`src/rtl/inst_encoder_pkg.sv`:
```
// Shared RV32I opcode constants, instruction format codes and encoder helpers.
// Used by the inst_encoder top and its inst_pack field packer.
package inst_encoder_pkg;

    localparam logic [6:0] OP_LUI       = 7'b0110111;
    localparam logic [6:0] OP_AUIPC     = 7'b0010111;
    localparam logic [6:0] OP_JAL       = 7'b1101111;
    localparam logic [6:0] OP_JALR      = 7'b1100111;
    localparam logic [6:0] OP_BRANCH    = 7'b1100011;
    localparam logic [6:0] OP_LOAD      = 7'b0000011;
    localparam logic [6:0] OP_STORE     = 7'b0100011;
    localparam logic [6:0] OP_ARITH_IMM = 7'b0010011;
    localparam logic [6:0] OP_ARITH     = 7'b0110011;

    // addi x0,x0,0: emitted in place of anything that cannot be encoded
    localparam logic [31:0] NOP_INST = 32'h0000_0013;

    typedef enum logic [2:0] {
        FMT_R,
        FMT_I,
        FMT_S,
        FMT_B,
        FMT_J,
        FMT_U,
        FMT_BAD
    } fmt_e;

    function automatic fmt_e opcode_fmt(input logic [6:0] op);
        fmt_e f;
        case (op)
            OP_ARITH:                        f = FMT_R;
            OP_ARITH_IMM, OP_LOAD, OP_JALR:  f = FMT_I;
            OP_STORE:                        f = FMT_S;
            OP_BRANCH:                       f = FMT_B;
            OP_JAL:                          f = FMT_J;
            OP_LUI, OP_AUIPC:                f = FMT_U;
            default:                         f = FMT_BAD;
        endcase
        return f;
    endfunction

    // True when v is representable as a two's-complement number of 'bits' bits
    function automatic logic fits_signed(input logic [31:0] v, input int unsigned bits);
        logic signed [31:0] hi;
        hi = $signed(v) >>> (bits - 1);
        return (hi == '0) || (hi == '1);
    endfunction

endpackage

```
`src/rtl/inst_encoder_if.sv`:
```
// Field-bundle input and encoded-word output handshakes of the instruction encoder.
// master = producer/sink side, slave = encoder side.
interface inst_encoder_if #(
    parameter int ADDR_W = 32
);
    logic              in_valid;
    logic              in_ready;
    logic [6:0]        in_opcode;
    logic [4:0]        in_rd;
    logic [4:0]        in_rs1;
    logic [4:0]        in_rs2;
    logic [2:0]        in_funct3;
    logic [6:0]        in_funct7;
    logic [31:0]       in_imm;

    logic              out_valid;
    logic              out_ready;
    logic [31:0]       out_inst;
    logic [ADDR_W-1:0] out_addr;
    logic              out_err;
    logic [7:0]        err_count;

    modport master (
        output in_valid, in_opcode, in_rd, in_rs1, in_rs2, in_funct3, in_funct7, in_imm,
        output out_ready,
        input  in_ready,
        input  out_valid, out_inst, out_addr, out_err, err_count
    );

    modport slave (
        input  in_valid, in_opcode, in_rd, in_rs1, in_rs2, in_funct3, in_funct7, in_imm,
        input  out_ready,
        output in_ready,
        output out_valid, out_inst, out_addr, out_err, err_count
    );

endinterface

```
`src/rtl/inst_encoder_pack.sv`:
```
// Combinational RV32I field packer: decoded fields + immediate -> 32-bit word and error flag.
// Defining IMM_RANGE_CHECK_EN also flags immediates that do not fit their format.
module inst_pack
    import inst_encoder_pkg::*;
(
    input  logic [6:0]  opcode,
    input  logic [4:0]  rd,
    input  logic [4:0]  rs1,
    input  logic [4:0]  rs2,
    input  logic [2:0]  funct3,
    input  logic [6:0]  funct7,
    input  logic [31:0] imm,
    output logic [31:0] inst,
    output logic        err
);

    fmt_e fmt;
    logic range_err;

    assign fmt = opcode_fmt(opcode);

    always_comb begin
        inst = NOP_INST;
        case (fmt)
            FMT_R: inst = {funct7, rs2, rs1, funct3, rd, opcode};
            FMT_I: inst = {imm[11:0], rs1, funct3, rd, opcode};
            FMT_S: inst = {imm[11:5], rs2, rs1, funct3, imm[4:0], opcode};
            FMT_B: inst = {imm[12], imm[10:5], rs2, rs1, funct3, imm[4:1], imm[11], opcode};
            FMT_J: inst = {imm[20], imm[10:1], imm[11], imm[19:12], rd, opcode};
            FMT_U: inst = {imm[31:12], rd, opcode};
            default: inst = NOP_INST;
        endcase
    end

`ifdef IMM_RANGE_CHECK_EN
    // Out-of-range words are still emitted (truncated) so the stream stays aligned
    always_comb begin
        range_err = 1'b0;
        case (fmt)
            FMT_I, FMT_S: range_err = !fits_signed(imm, 12);
            FMT_B:        range_err = !fits_signed(imm, 13) || imm[0];
            FMT_J:        range_err = !fits_signed(imm, 21) || imm[0];
            FMT_U:        range_err = (imm[11:0] != 12'h000);
            default:      range_err = 1'b0;
        endcase
    end
`else
    assign range_err = 1'b0;
`endif

    assign err = (fmt == FMT_BAD) || range_err;

endmodule

```
`src/rtl/inst_encoder.sv`:
```
// Two-stage valid/ready RV32I instruction encoder with output byte-address counter.
// Optional macro IMM_RANGE_CHECK_EN flags immediates that overflow their format.
module inst_encoder
    import inst_encoder_pkg::*;
#(
    parameter int                ADDR_W    = 32,
    parameter logic [ADDR_W-1:0] BASE_ADDR = '0
) (
    input  logic           clk,
    input  logic           reset,
    input  logic           clear,
    inst_encoder_if.slave  bus
);

    logic [31:0]       pack_inst;
    logic              pack_err;

    logic              s1_valid_reg;
    logic [31:0]       s1_inst_reg;
    logic              s1_err_reg;

    logic              out_valid_reg;
    logic [31:0]       out_inst_reg;
    logic              out_err_reg;
    logic [ADDR_W-1:0] out_addr_reg;
    logic [7:0]        err_count_reg;

    logic              out_adv;
    logic              s1_adv;
    logic              in_ready_int;
    logic              accept;
    logic              handshake;

    inst_pack u_pack (
        .opcode (bus.in_opcode),
        .rd     (bus.in_rd),
        .rs1    (bus.in_rs1),
        .rs2    (bus.in_rs2),
        .funct3 (bus.in_funct3),
        .funct7 (bus.in_funct7),
        .imm    (bus.in_imm),
        .inst   (pack_inst),
        .err    (pack_err)
    );

    // in_ready depends only on registered state and out_ready, never on in_valid
    assign out_adv      = !out_valid_reg || bus.out_ready;
    assign s1_adv       = s1_valid_reg && out_adv;
    assign in_ready_int = !s1_valid_reg || out_adv;
    assign accept       = bus.in_valid && in_ready_int;
    assign handshake    = out_valid_reg && bus.out_ready;

    always_ff @(posedge clk or posedge reset) begin
        if (reset) begin
            s1_valid_reg <= 1'b0;
            s1_inst_reg  <= '0;
            s1_err_reg   <= 1'b0;
        end else if (clear) begin
            s1_valid_reg <= 1'b0;
        end else begin
            if (in_ready_int) begin
                s1_valid_reg <= bus.in_valid;
            end
            if (accept) begin
                s1_inst_reg <= pack_inst;
                s1_err_reg  <= pack_err;
            end
        end
    end

    // Output register: data only changes when the presented word is taken or absent
    always_ff @(posedge clk or posedge reset) begin
        if (reset) begin
            out_valid_reg <= 1'b0;
            out_inst_reg  <= '0;
            out_err_reg   <= 1'b0;
            out_addr_reg  <= BASE_ADDR;
        end else if (clear) begin
            out_valid_reg <= 1'b0;
            out_addr_reg  <= BASE_ADDR;
        end else begin
            if (out_adv) begin
                out_valid_reg <= s1_valid_reg;
            end
            if (s1_adv) begin
                out_inst_reg <= s1_inst_reg;
                out_err_reg  <= s1_err_reg;
            end
            if (handshake) begin
                out_addr_reg <= out_addr_reg + ADDR_W'(4);
            end
        end
    end

    // A handshake coinciding with clear is discarded, so it is not counted either
    always_ff @(posedge clk or posedge reset) begin
        if (reset) begin
            err_count_reg <= 8'd0;
        end else if (!clear && handshake && out_err_reg && (err_count_reg != 8'hFF)) begin
            err_count_reg <= err_count_reg + 8'd1;
        end
    end

    assign bus.in_ready  = in_ready_int;
    assign bus.out_valid = out_valid_reg;
    assign bus.out_inst  = out_inst_reg;
    assign bus.out_err   = out_err_reg;
    assign bus.out_addr  = out_addr_reg;
    assign bus.err_count = err_count_reg;

endmodule

```
`src/flat_wrapper.sv`:
```
// flat-port wrapper written by rule: the top's interface ports become plain ports
module inst_encoder_flat import inst_encoder_pkg::*;
#(
    parameter int                ADDR_W    = 32,
    parameter logic [ADDR_W-1:0] BASE_ADDR = '0
)
  (clk, reset, clear, bus_in_valid, bus_in_opcode, bus_in_rd, bus_in_rs1, bus_in_rs2, bus_in_funct3, bus_in_funct7, bus_in_imm, bus_out_ready, bus_in_ready, bus_out_valid, bus_out_inst, bus_out_addr, bus_out_err, bus_err_count);
  inst_encoder_if #(.ADDR_W(ADDR_W)) bus_i ();
  input  logic clk;
  input  logic reset;
  input  logic clear;
  input wire logic [$bits(bus_i.in_valid)-1:0] bus_in_valid;
  input wire logic [$bits(bus_i.in_opcode)-1:0] bus_in_opcode;
  input wire logic [$bits(bus_i.in_rd)-1:0] bus_in_rd;
  input wire logic [$bits(bus_i.in_rs1)-1:0] bus_in_rs1;
  input wire logic [$bits(bus_i.in_rs2)-1:0] bus_in_rs2;
  input wire logic [$bits(bus_i.in_funct3)-1:0] bus_in_funct3;
  input wire logic [$bits(bus_i.in_funct7)-1:0] bus_in_funct7;
  input wire logic [$bits(bus_i.in_imm)-1:0] bus_in_imm;
  input wire logic [$bits(bus_i.out_ready)-1:0] bus_out_ready;
  output wire logic [$bits(bus_i.in_ready)-1:0] bus_in_ready;
  output wire logic [$bits(bus_i.out_valid)-1:0] bus_out_valid;
  output wire logic [$bits(bus_i.out_inst)-1:0] bus_out_inst;
  output wire logic [$bits(bus_i.out_addr)-1:0] bus_out_addr;
  output wire logic [$bits(bus_i.out_err)-1:0] bus_out_err;
  output wire logic [$bits(bus_i.err_count)-1:0] bus_err_count;
  assign bus_i.in_valid = bus_in_valid;
  assign bus_i.in_opcode = bus_in_opcode;
  assign bus_i.in_rd = bus_in_rd;
  assign bus_i.in_rs1 = bus_in_rs1;
  assign bus_i.in_rs2 = bus_in_rs2;
  assign bus_i.in_funct3 = bus_in_funct3;
  assign bus_i.in_funct7 = bus_in_funct7;
  assign bus_i.in_imm = bus_in_imm;
  assign bus_i.out_ready = bus_out_ready;
  assign bus_in_ready = bus_i.in_ready;
  assign bus_out_valid = bus_i.out_valid;
  assign bus_out_inst = bus_i.out_inst;
  assign bus_out_addr = bus_i.out_addr;
  assign bus_out_err = bus_i.out_err;
  assign bus_err_count = bus_i.err_count;
  inst_encoder #(.ADDR_W(ADDR_W), .BASE_ADDR(BASE_ADDR)) u_core (.clk(clk), .reset(reset), .clear(clear), .bus(bus_i));
endmodule
```
`config.mk`:
```
export PLATFORM = sky130hd
export DESIGN_NAME = inst_encoder_flat
export DESIGN_NICKNAME = d
export VERILOG_FILES = /design/src/rtl/inst_encoder_pkg.sv /design/src/rtl/inst_encoder_if.sv /design/src/rtl/inst_encoder_pack.sv /design/src/rtl/inst_encoder.sv /design/src/flat_wrapper.sv
export SDC_FILE = /design/constraint.sdc
export NUM_CORES = 1
export LEC_CHECK = 0
export CAP_MARGIN = 20
export CORE_ASPECT_RATIO = 0.9
export CORE_MARGIN = 3
export CORE_UTILIZATION = 45
export DETAILED_ROUTE_END_ITERATION = 7
export GPL_ROUTABILITY_DRIVEN = 0
export PLACE_DENSITY = 0.74
export REMOVE_ABC_BUFFERS = 1
export SLEW_MARGIN = 15
export SYNTH_ARGS = -nofsm -noshare
export SYNTH_HDL_FRONTEND = slang
export SYNTH_SLANG_ARGS = --single-unit
```
`constraint.sdc`:
```
create_clock -name clk -period 8.8 [get_ports clk]
set_clock_uncertainty 0.1 [all_clocks]
set_input_delay 2.2 -clock clk [delete_from_list [all_inputs] [get_ports clk]]
set_output_delay 2.2 -clock clk [all_outputs]
set_load 0.02 [all_outputs]
```
==> qor.csv, run 1 <==
stage,metric,value,unit
drt,total wire length,12600,microns
critical_path,Critical Path End Type,output pin,
sta,final period utilization,67.6,%
drt,DRC errors left,0,
critical_path,CP required,6.50,ns
critical_path,WP data arrival,3.65,ns
drt,post-DR vias/cell,5.38,
die,Die H,108,microns
layout,layout cell share with drive strength beyond 1,13.6,%
power,peak supply drop,0.0861,mV
die,Ports,144,
critical_path,crit path from,bus_out_ready,
sta,Setup TNS Final,0,ns
logic_synthesis,fraction of registers with async set or reset after synthesis,100,%
drt,via count,4065,
global_route,vias in the first global route,4087,
sta,fin crit period,5.95,ns
sta,# setup viols final,0,
clock_network,Clock Sink Count,106,
layout,FF+latch area,2650,sq um
drt,Post-DRT Antenna Nets,0,
layout,area of the multi-input gates,2320,sq um
outcome,status,finished clean,
critical_path,R2R setup slack,6.43,ns
clock_network,H-tree Lvls,3,
logic_synthesis,Synth Cell Area,5170,sq um
layout,fillcell total,887,
power,Switch Pwr,0.251,mW
logic_synthesis,Synth Instances,465,
clock_network,# hold bufs at CTS,0,
critical_path,Setup crit end,bus_in_ready,
critical_path,reg2reg end,u_core.s1_inst_reg[17],
clock_network,CTS resizes,0,
drt,number of DRC markers in iteration 0,335,
power,Flop pwr share,49.3,%
sta,hold slack,0.381,ns
power,pwr dens,150,nW/um^2
critical_path,CP Max Fanout,3,
global_route,GR Overflow Total,0,
power,internal power,0.791,mW
logic_synthesis,"top cells by area, synth","dfrtp_1 51%, mux2_2 7.4%, nor2_1 3.8%",
logic_synthesis,sequential fraction of the synthesis area,51.3,%
power,Net Sw Frac,24.1,%
power,logic gate share of total power,12.8,%
logic_synthesis,YS warnings,0,
place,dpl hpwl,9290,microns
logic_synthesis,syn_area_per_cell,11.1,sq um
logic_synthesis,"Top FF cell, synth",dfrtp_1,
global_route,Tot GR Track Use,19.7,%
sta,Fmax,0.168,GHz
place,Port Buffers,141,
critical_path,FF-to-FF path depth,9,
clock_network,Clock Latency Late Sink,0.34,ns
drt,First-pass DRT Iterations,4,
global_route,antenna violations before repair,0,
sta,Relative slew margins,47.9,%
layout,final-stage net count,671,
layout,ant diodes,0,
sta,final hold viol count,0,
critical_path,startpoint types,input pin,
logic_synthesis,Post-synth EDFFs,0,
critical_path,Setup Crit Path Kind,input pin to output pin,
die,Initial Util,46.9,%
clock_network,setup bufs post-CTS,0,
die,core area,11000,sq um
clock_network,TritonCTS Buffers,9,
die,die footprint,12800,sq um
clock_network,CTS tree,done,
sta,Worst-Margin Slew,0.779,ns
logic_synthesis,number of synthesized register bits,106,
logic_synthesis,Synth top area share,51.3,%
logic_synthesis,synth unique cells,62,
logic_synthesis,Synth area leader,dfrtp_1,
global_route,pin count of the biggest net entering global routing,62,
layout,area grow syn2layout,34.3,%
run,Max-cap violations,0,
power,clock share of power,37.9,%
worst_hold_path,worst hold stages,2,
drt,drt wl/cell,16.7,microns
sta,RSZ-0062 raised after global routing,false,
clock_network,maximum clock path buffer count,2,
clock_network,CTS Root Cell,clkbuf_16,
critical_path,Reg-to-Reg Start,u_core.bus.out_valid,
worst_hold_path,Hold Path Class,flop to flop,
die,die extent in x,119,microns
sta,final slew viol count,0,
global_route,first-pass GRT wire length,20300,microns
clock_network,clock-pin slew on the worst setup and hold paths,0.07,ns
power,LEAKAGE,2.98,nW
die,row count,36,
## worst min path at each step
stage | startpoint | endpoint | slack, ns
CTS | u_core.s1_inst_reg[17] | u_core.s1_inst_reg[17] | 0.39
detailed placement | u_core.s1_err_reg | u_core.s1_err_reg | 0.37
floorplan | u_core.s1_err_reg | u_core.s1_err_reg | 0.35
finish | u_core.s1_inst_reg[9] | u_core.s1_inst_reg[9] | 0.38
global route | u_core.bus.err_count[6] | u_core.bus.err_count[6] | 0.41
global placement | u_core.s1_inst_reg[17] | u_core.s1_inst_reg[17] | 0.36
## cells by family after synthesis
kind of cell             after synthesis  share of synthesized area [%]
AND/OR/NAND/NOR                      163                           15.8
flip-flops                           106                           51.3
AO/OA/AOI/OAI                         76                           12.5
multiplexers                          47                           9.92
buffers and inverters                 35                           3.94
XOR/XNOR                              34                           5.76
adder cells (fa/ha/maj)                3                          0.726
other                                  1                         0.0725
## metrics by stage
stage / setup slack (ns) / area, sq um / instances / util (%) / power (mW)
2_1_floorplan: 3.71 / 5020 / 443 / - / 0.582
3_3_place_gp: 2.88 / 6650 / 740 / 60.3 / 0.654
3_5_place_dp: 2.85 / 6650 / 740 / 60.3 / 0.658
4_1_cts: 2.84 / 6940 / 755 / 62.9 / 1.06
5_1_grt: 2.80 / 6940 / 755 / 62.9 / 1.09
6_report: 2.85 / 6940 / 755 / 62.9 / 1.04
## synthesized netlist by cell type (2+ instances only)
master	count
a21oi_1	14
a32oi_1	2
nor2_1	53
nor4_1	4
inv_1	12
mux2i_1	13
and4_1	2
xnor2_1	20
buf_6	7
nand2_2	3
buf_4	3
and2_1	2
buf_2	2
a22o_1	6
a31oi_1	2
o21ai_2	10
nor3_1	5
nand4_1	6
a22oi_1	7
xor2_1	14
nand2_1	37
mux2_2	34
and3_1	8
o31ai_1	2
clkbuf_1	9
a221o_1	10
ha_1	3
nand4b_1	2
or3_1	3
nand3_1	23
nand3b_1	4
o21ai_0	8
dfrtp_1	106
## cell usage in the layout (no fill, tap or decap), types with 3 or more instances in the layout
| master | synthesis | layout |
|---|---|---|
| clkdlybuf4s50_1 | 0 | 141 |
| dfrtp_1 | 106 | 106 |
| nor2_1 | 53 | 53 |
| nand2_1 | 37 | 37 |
| mux2_2 | 34 | 34 |
| nand3_1 | 23 | 23 |
| xnor2_1 | 20 | 20 |
| a21oi_1 | 14 | 14 |
| xor2_1 | 14 | 14 |
| mux2i_1 | 13 | 13 |
| inv_1 | 12 | 11 |
| o21ai_2 | 10 | 10 |
| a221o_1 | 10 | 10 |
| clkbuf_16 | 0 | 9 |
| and3_1 | 8 | 8 |
| o21ai_0 | 8 | 8 |
| a22oi_1 | 7 | 7 |
| nand4_1 | 6 | 6 |
| a22o_1 | 6 | 6 |
| nor3_1 | 5 | 5 |
| nand3b_1 | 4 | 4 |
| nor4_1 | 4 | 4 |
| buf_4 | 3 | 4 |
| or3_1 | 3 | 3 |
| nand2_2 | 3 | 3 |
| ha_1 | 3 | 3 |
## critical path: stages
cell             delay, ns
clkdlybuf4s50_1       0.42
nand2b_1              0.18
nor2_1                0.21
inv_1                 0.09
clkdlybuf4s50_1       0.54
## cell type report
type | instances | area share [%]
sequential | 106 | 38.2
multi-input combinational | 325 | 33.4
timing repair buffer | 145 | 20.8
clock buffer | 10 | 3.30
tap | 152 | 2.74
clock inverter | 5 | 0.919
inverter | 12 | 0.685
## power groups by stage
| stage | sequential, mW | combinational [mW] | clock, mW |
|---|---|---|---|
| floorplan | 0.534 | 0.0478 | 0 |
| global placement | 0.522 | 0.132 | 0 |
| detailed placement | 0.523 | 0.135 | 0 |
| CTS | 0.514 | 0.135 | 0.408 |
| global route | 0.515 | 0.146 | 0.427 |
| finish | 0.513 | 0.133 | 0.395 |
## layer usage
layer	GRT usage [%]	vias up	share of wire (%)	routed length (microns)
met5	0	-	0	0
met4	3.56	0	0.54	68
met3	6.57	6	6.3	792
met2	34.0	132	51	6410
met1	24.5	2018	42	5300
li1	-	1909	-	-
Note: power is estimated with default switching activity, not from simulation.
==> run 2, diff against run 1 <==
--- a/config.mk
+++ b/config.mk
@@ -8,10 +8,10 @@
 export CAP_MARGIN = 20
 export CORE_ASPECT_RATIO = 0.9
 export CORE_MARGIN = 3
-export CORE_UTILIZATION = 45
+export CORE_UTILIZATION = 44
 export DETAILED_ROUTE_END_ITERATION = 7
 export GPL_ROUTABILITY_DRIVEN = 0
-export PLACE_DENSITY = 0.74
+export PLACE_DENSITY = 0.75
 export REMOVE_ABC_BUFFERS = 1
 export SLEW_MARGIN = 15
 export SYNTH_ARGS = -nofsm -noshare
==> constraint.sdc (replaced) <==
create_clock -name clk -period 5 [get_ports clk]
set_clock_uncertainty 0.1 [all_clocks]
set_input_delay 1.25 -clock clk [delete_from_list [all_inputs] [get_ports clk]]
set_output_delay 1.25 -clock clk [all_outputs]
set_load 0.02 [all_outputs]
==> run 2 against run 1 <==
  * Clock power grew 87%
  * Combinational power grew 78%
  * Critical endpoint unchanged
  * Final area grew 0.45%
  * Cell count grew 0.26%
  * Sequential share of layout area shrank 0.17 points
  * Worst hold slack lost 0.0044 ns
==> qor.csv, run 2 (synthesized netlist as in run 1, its figures left out) <==
stage,metric,value,unit
critical_path,startpoint types,input pin,
die,die extent in x,120,microns
power,LEAKAGE,3.00,nW
worst_hold_path,Hold Crit Start,u_core.s1_inst_reg[11],
drt,Post-DRT Antenna Nets,0,
critical_path,CP required,3.65,ns
clock_network,# hold bufs at CTS,0,
clock_network,CTS tree,done,
clock_network,Clock Latency Late Sink,0.34,ns
drt,number of DRC markers in iteration 0,342,
clock_network,CTS resizes,0,
critical_path,CP bufs+invs,3,
layout,area grow syn2layout,34.9,%
critical_path,Critical Path End Type,output pin,
sta,Setup TNS Final,0,ns
drt,drt wl/cell,16.6,microns
die,core area,11100,sq um
power,pwr dens,269,nW/um^2
layout,fillcell total,920,
layout,most frequent cells in the layout,"141 x clkdlybuf4s50_1, 106 x dfrtp_1, 53 x nor2_1, 37 x nand2_1, 34 x mux2_2",
sta,final hold viol count,0,
clock_network,CTS Root Cell,clkbuf_16,
layout,"most common cell after layout, fill and taps aside",clkdlybuf4s50_1,
sta,Worst-Margin Slew,0.942,ns
sta,final slew viol count,0,
drt,via count,4015,
sta,Relative slew margins,37.2,%
layout,layout cell share with drive strength beyond 1,13.9,%
global_route,pin count of the biggest net entering global routing,80,
die,Ports,144,
sta,Fmax,0.248,GHz
die,Die H,109,microns
critical_path,Reg-to-Reg Start,u_core.bus.out_valid,
drt,First-pass DRT Iterations,5,
clock_network,setup bufs post-CTS,0,
outcome,status,finished clean,
drt,post-DR vias/cell,5.30,
global_route,antenna violations before repair,0,
sta,final period utilization,80.6,%
die,Initial Util,46.5,%
critical_path,CP max stage cell,clkdlybuf4s50_1,
critical_path,WP data arrival,2.68,ns
sta,fin crit period,4.03,ns
drt,total wire length,12600,microns
die,die footprint,13100,sq um
clock_network,H-tree Lvls,3,
die,row count,36,
worst_hold_path,Hold Path Class,flop to flop,
place,dpl hpwl,9350,microns
global_route,first-pass GRT wire length,20500,microns
critical_path,crit path from,bus_out_ready,
run,Max-cap violations,0,
clock_network,clock-pin slew on the worst setup and hold paths,0.07,ns
drt,DRC errors left,0,
sta,# setup viols final,0,
critical_path,"slowest stage delay, CP",0.54,ns
power,total power,1.88,mW
clock_network,TritonCTS Buffers,9,
sta,RSZ-0062 raised after global routing,false,
global_route,Tot GR Track Use,19.7,%
critical_path,cell mode on critical path,clkdlybuf4s50_1,
place,Port Buffers,141,
layout,final-stage net count,672,
clock_network,maximum clock path buffer count,2,
global_route,vias in the first global route,4127,
critical_path,CP Max Fanout,3,
layout,ant diodes,0,
critical_path,Setup Crit Path Kind,input pin to output pin,
power,peak supply drop,0.151,mV
clock_network,Clock Sink Count,106,
critical_path,Top delay family on crit path,buffers and inverters,
critical_path,crit path cell chain,"clkdlybuf4s50_1, nand2b_1, nor2_1, inv_1, clkdlybuf4s50_1",
global_route,GR Overflow Total,0,
-- run 2: cell count changes in the layout (fill, tap and decap cells not counted), sizes merged --
cell,previous run,this run
clkbuf,10,13
clkinv,2,1
buf,4,5
inv,13,12
-- run 2: layout make-up --
class	count	area [sq um]	area share, %
clock buffer	13	270	3.88
sequential	106	2650	38.0
multi-input combinational	325	2320	33.2
tap	152	190	2.73
clock inverter	3	46.3	0.664
inverter	12	47.5	0.682
timing repair buffer	146	1450	20.8
-- run 2: per-stage QoR --
step                util, %  setup slack, ns  cell area (sq um)  std cells  hold slack, ns
floorplan                 -            0.861               5020        443           0.346
global placement       59.8            0.908               6660        741           0.359
detailed placement     59.8            0.739               6660        741           0.370
CTS                    62.7            0.963               6970        757           0.385
global route           62.7            0.861               6970        757           0.413
finish                 62.7            0.969               6970        757           0.376
-- run 2: worst paths after layout --
| kind | to | slack (ns) | depth (start not counted) |
|---|---|---|---|
| worst max register to register | u_core.s1_inst_reg[19] | 2.67 | 9 |
| worst max-delay path | bus_in_ready | 0.97 | 5 |
| min in group asynchronous | u_core.bus.err_count[6] | 1.40 | 2 |
| worst min-delay path | u_core.s1_inst_reg[11] | 0.38 | 2 |
| max in group asynchronous | u_core.s1_inst_reg[21] | 2.49 | 3 |
| worst min register to register | u_core.s1_inst_reg[11] | 0.38 | 2 |
-- run 2: power by group --
part / internal, mW / total (mW) / switching, mW
sequential: 0.883 / 0.904 / 0.0212
clock: 0.431 / 0.737 / 0.306
combinational: 0.120 / 0.237 / 0.117
-- run 2: routing by layer --
layer | part of all wire [%] | wire, microns | global-route usage (%) | vias up
li1 | - | - | - | 1909
met1 | 43 | 5440 | 26.0 | 1951
met2 | 48 | 6060 | 32.8 | 140
met3 | 7.2 | 909 | 4.72 | 15
met4 | 1.4 | 176 | 5.18 | 0
met5 | 0 | 0 | 0 | -
-- run 2: tightest hold or removal path, cell delays in order (launching register included) --
cell and delay (ns):
dfrtp_1 0.34, nand2_1 0.06, o21ai_2 0.05
==> run 3, diff against run 2 <==
==> constraint.sdc (replaced) <==
create_clock -name clk -period 3.4 [get_ports clk]
set_clock_uncertainty 0.1 [all_clocks]
set_input_delay 0.85 -clock clk [delete_from_list [all_inputs] [get_ports clk]]
set_output_delay 0.85 -clock clk [all_outputs]
set_load 0.02 [all_outputs]
==> run 3 against run 2 <==
  * Utilization increased by 1.1 points
  * Die area stayed put
  * Total power is 43% higher
  * Worst hold slack improved by 0.0018 ns
  * Final area rose by 1.8%
  * Count of clock-buffer cells in the layout down 3
  * Worst setup slack lost 0.84 ns
  * Flip-flop and latch count unchanged
  * Cell count is 2.2% higher
  * Global-route usage up 0.11 points
  * Wire length rose by 2.5%
==> qor.csv, run 3 (synthesized netlist as in run 1, its figures left out) <==
stage,metric,value,unit
global_route,antenna violations before repair,0,
layout,layout cell share with drive strength beyond 1,16.4,%
drt,post-DR vias/cell,5.43,
power,pwr dens,379,nW/um^2
critical_path,"slowest stage delay, CP",0.54,ns
critical_path,crit path from,bus_out_ready,
power,total power,2.69,mW
sta,Fmax,0.305,GHz
clock_network,Clock Latency Late Sink,0.33,ns
layout,ant diodes,0,
critical_path,WP data arrival,2.33,ns
layout,most frequent cells in the layout,"141 x clkdlybuf4s50_1, 106 x dfrtp_1, 53 x nor2_1, 37 x nand2_1, 34 x mux2_2",
critical_path,Setup Crit Path Kind,input pin to output pin,
die,row count,36,
sta,fin crit period,3.28,ns
sta,RSZ-0062 raised after global routing,false,
global_route,GR Overflow Total,0,
die,die footprint,13100,sq um
drt,DRC errors left,0,
clock_network,H-tree Lvls,3,
clock_network,Clock Sink Count,106,
power,LEAKAGE,3.08,nW
die,Die H,109,microns
clock_network,clock-pin slew on the worst setup and hold paths,0.07,ns
run,Max-cap violations,0,
sta,Setup TNS Final,0,ns
worst_hold_path,Hold Crit Start,u_core.s1_inst_reg[10],
critical_path,crit path cell chain,"clkdlybuf4s50_1, nand2b_1, nor2_1, inv_1, clkdlybuf4s50_1",
critical_path,Critical Path End Type,output pin,
die,die extent in x,120,microns
critical_path,cell mode on critical path,clkdlybuf4s50_1,
critical_path,CP bufs+invs,3,
clock_network,# hold bufs at CTS,0,
place,dpl hpwl,9850,microns
drt,total wire length,12900,microns
drt,drt wl/cell,16.7,microns
global_route,Tot GR Track Use,19.8,%
die,Ports,144,
drt,Post-DRT Antenna Nets,0,
sta,Relative slew margins,63.4,%
sta,final hold viol count,0,
drt,First-pass DRT Iterations,5,
critical_path,CP Max Fanout,3,
sta,# setup viols final,0,
clock_network,CTS Root Cell,clkbuf_16,
clock_network,setup bufs post-CTS,0,
power,peak supply drop,0.354,mV
drt,number of DRC markers in iteration 0,309,
sta,final slew viol count,0,
die,Initial Util,46.5,%
critical_path,startpoint types,input pin,
drt,via count,4201,
layout,final core occ,63.8,%
critical_path,CP required,2.45,ns
die,core area,11100,sq um
outcome,status,finished clean,
critical_path,Top delay family on crit path,buffers and inverters,
clock_network,maximum clock path buffer count,2,
global_route,first-pass GRT wire length,20700,microns
critical_path,Reg-to-Reg Start,u_core.bus.out_addr[2],
layout,"most common cell after layout, fill and taps aside",clkdlybuf4s50_1,
clock_network,CTS tree,done,
worst_hold_path,Hold Path Class,flop to flop,
place,Port Buffers,141,
layout,area grow syn2layout,37.3,%
clock_network,CTS resizes,0,
global_route,pin count of the biggest net entering global routing,67,
global_route,vias in the first global route,4161,
clock_network,TritonCTS Buffers,9,
layout,final-stage net count,689,
critical_path,CP max stage cell,clkdlybuf4s50_1,
sta,final period utilization,96.3,%
sta,Worst-Margin Slew,0.547,ns
==> run 3: cell count changes in the layout (fill, tap and decap cells not counted), sizes merged <==
cell	change
bufinv	-1
clkbuf	-3
inv	+2
clkinv	+2
buf	+17
==> run 3: path summary, 6_finish.rpt <==
check                                          endpoint  slack [ns]  cells after the start
worst max-delay path                       bus_in_ready        0.12                      5
worst min-delay path             u_core.s1_inst_reg[10]        0.38                      2
worst max register to register  u_core.bus.out_addr[26]        1.18                      6
worst min register to register   u_core.s1_inst_reg[10]        0.38                      2
max in group asynchronous        u_core.s1_inst_reg[12]        1.93                      3
min in group asynchronous       u_core.bus.err_count[7]        0.64                      2
==> run 3: cell type report <==
type	count	area, sq um
inverters	12	47.5
fillers	918	4030
multi-input cells	325	2320
clock inverters	6	50.0
clock buffers	10	239
flip-flops and latches	106	2650
well taps	152	190
repair buffers	163	1600
==> run 3: stage by stage <==
step                area, sq um  hold WS (ns)  cells  worst slack, ns
CTS                        7100         0.378    774            0.129
floorplan                  5020         0.346    443           -0.339
detailed placement         6810         0.362    758           0.0106
global route               7100         0.401    774           0.0791
finish                     7100         0.378    774            0.124
global placement           6810         0.358    758            0.101
==> run 3: worst min-delay path: stages, from the launching register on <==
cell and delay, ns:
dfrtp_1 0.34, nand2_1 0.06, o21ai_2 0.05
==> run 3: power by group <==
| group | leakage (nW) | total [mW] | internal [mW] | switching (mW) |
|---|---|---|---|---|
| registers | 1.44 | 1.33 | 1.30 | 0.0310 |
| clock network | 0.141 | 0.998 | 0.526 | 0.472 |
| logic | 1.50 | 0.361 | 0.185 | 0.175 |
| total | 3.08 | 2.69 | 2.01 | 0.678 |
==> run 3: routing by layer <==
layer	part of all wire [%]	global-route usage (%)
met1	42	25.8
met2	49	33.8
met3	7.5	4.62
met4	1.2	4.53
met5	0	0
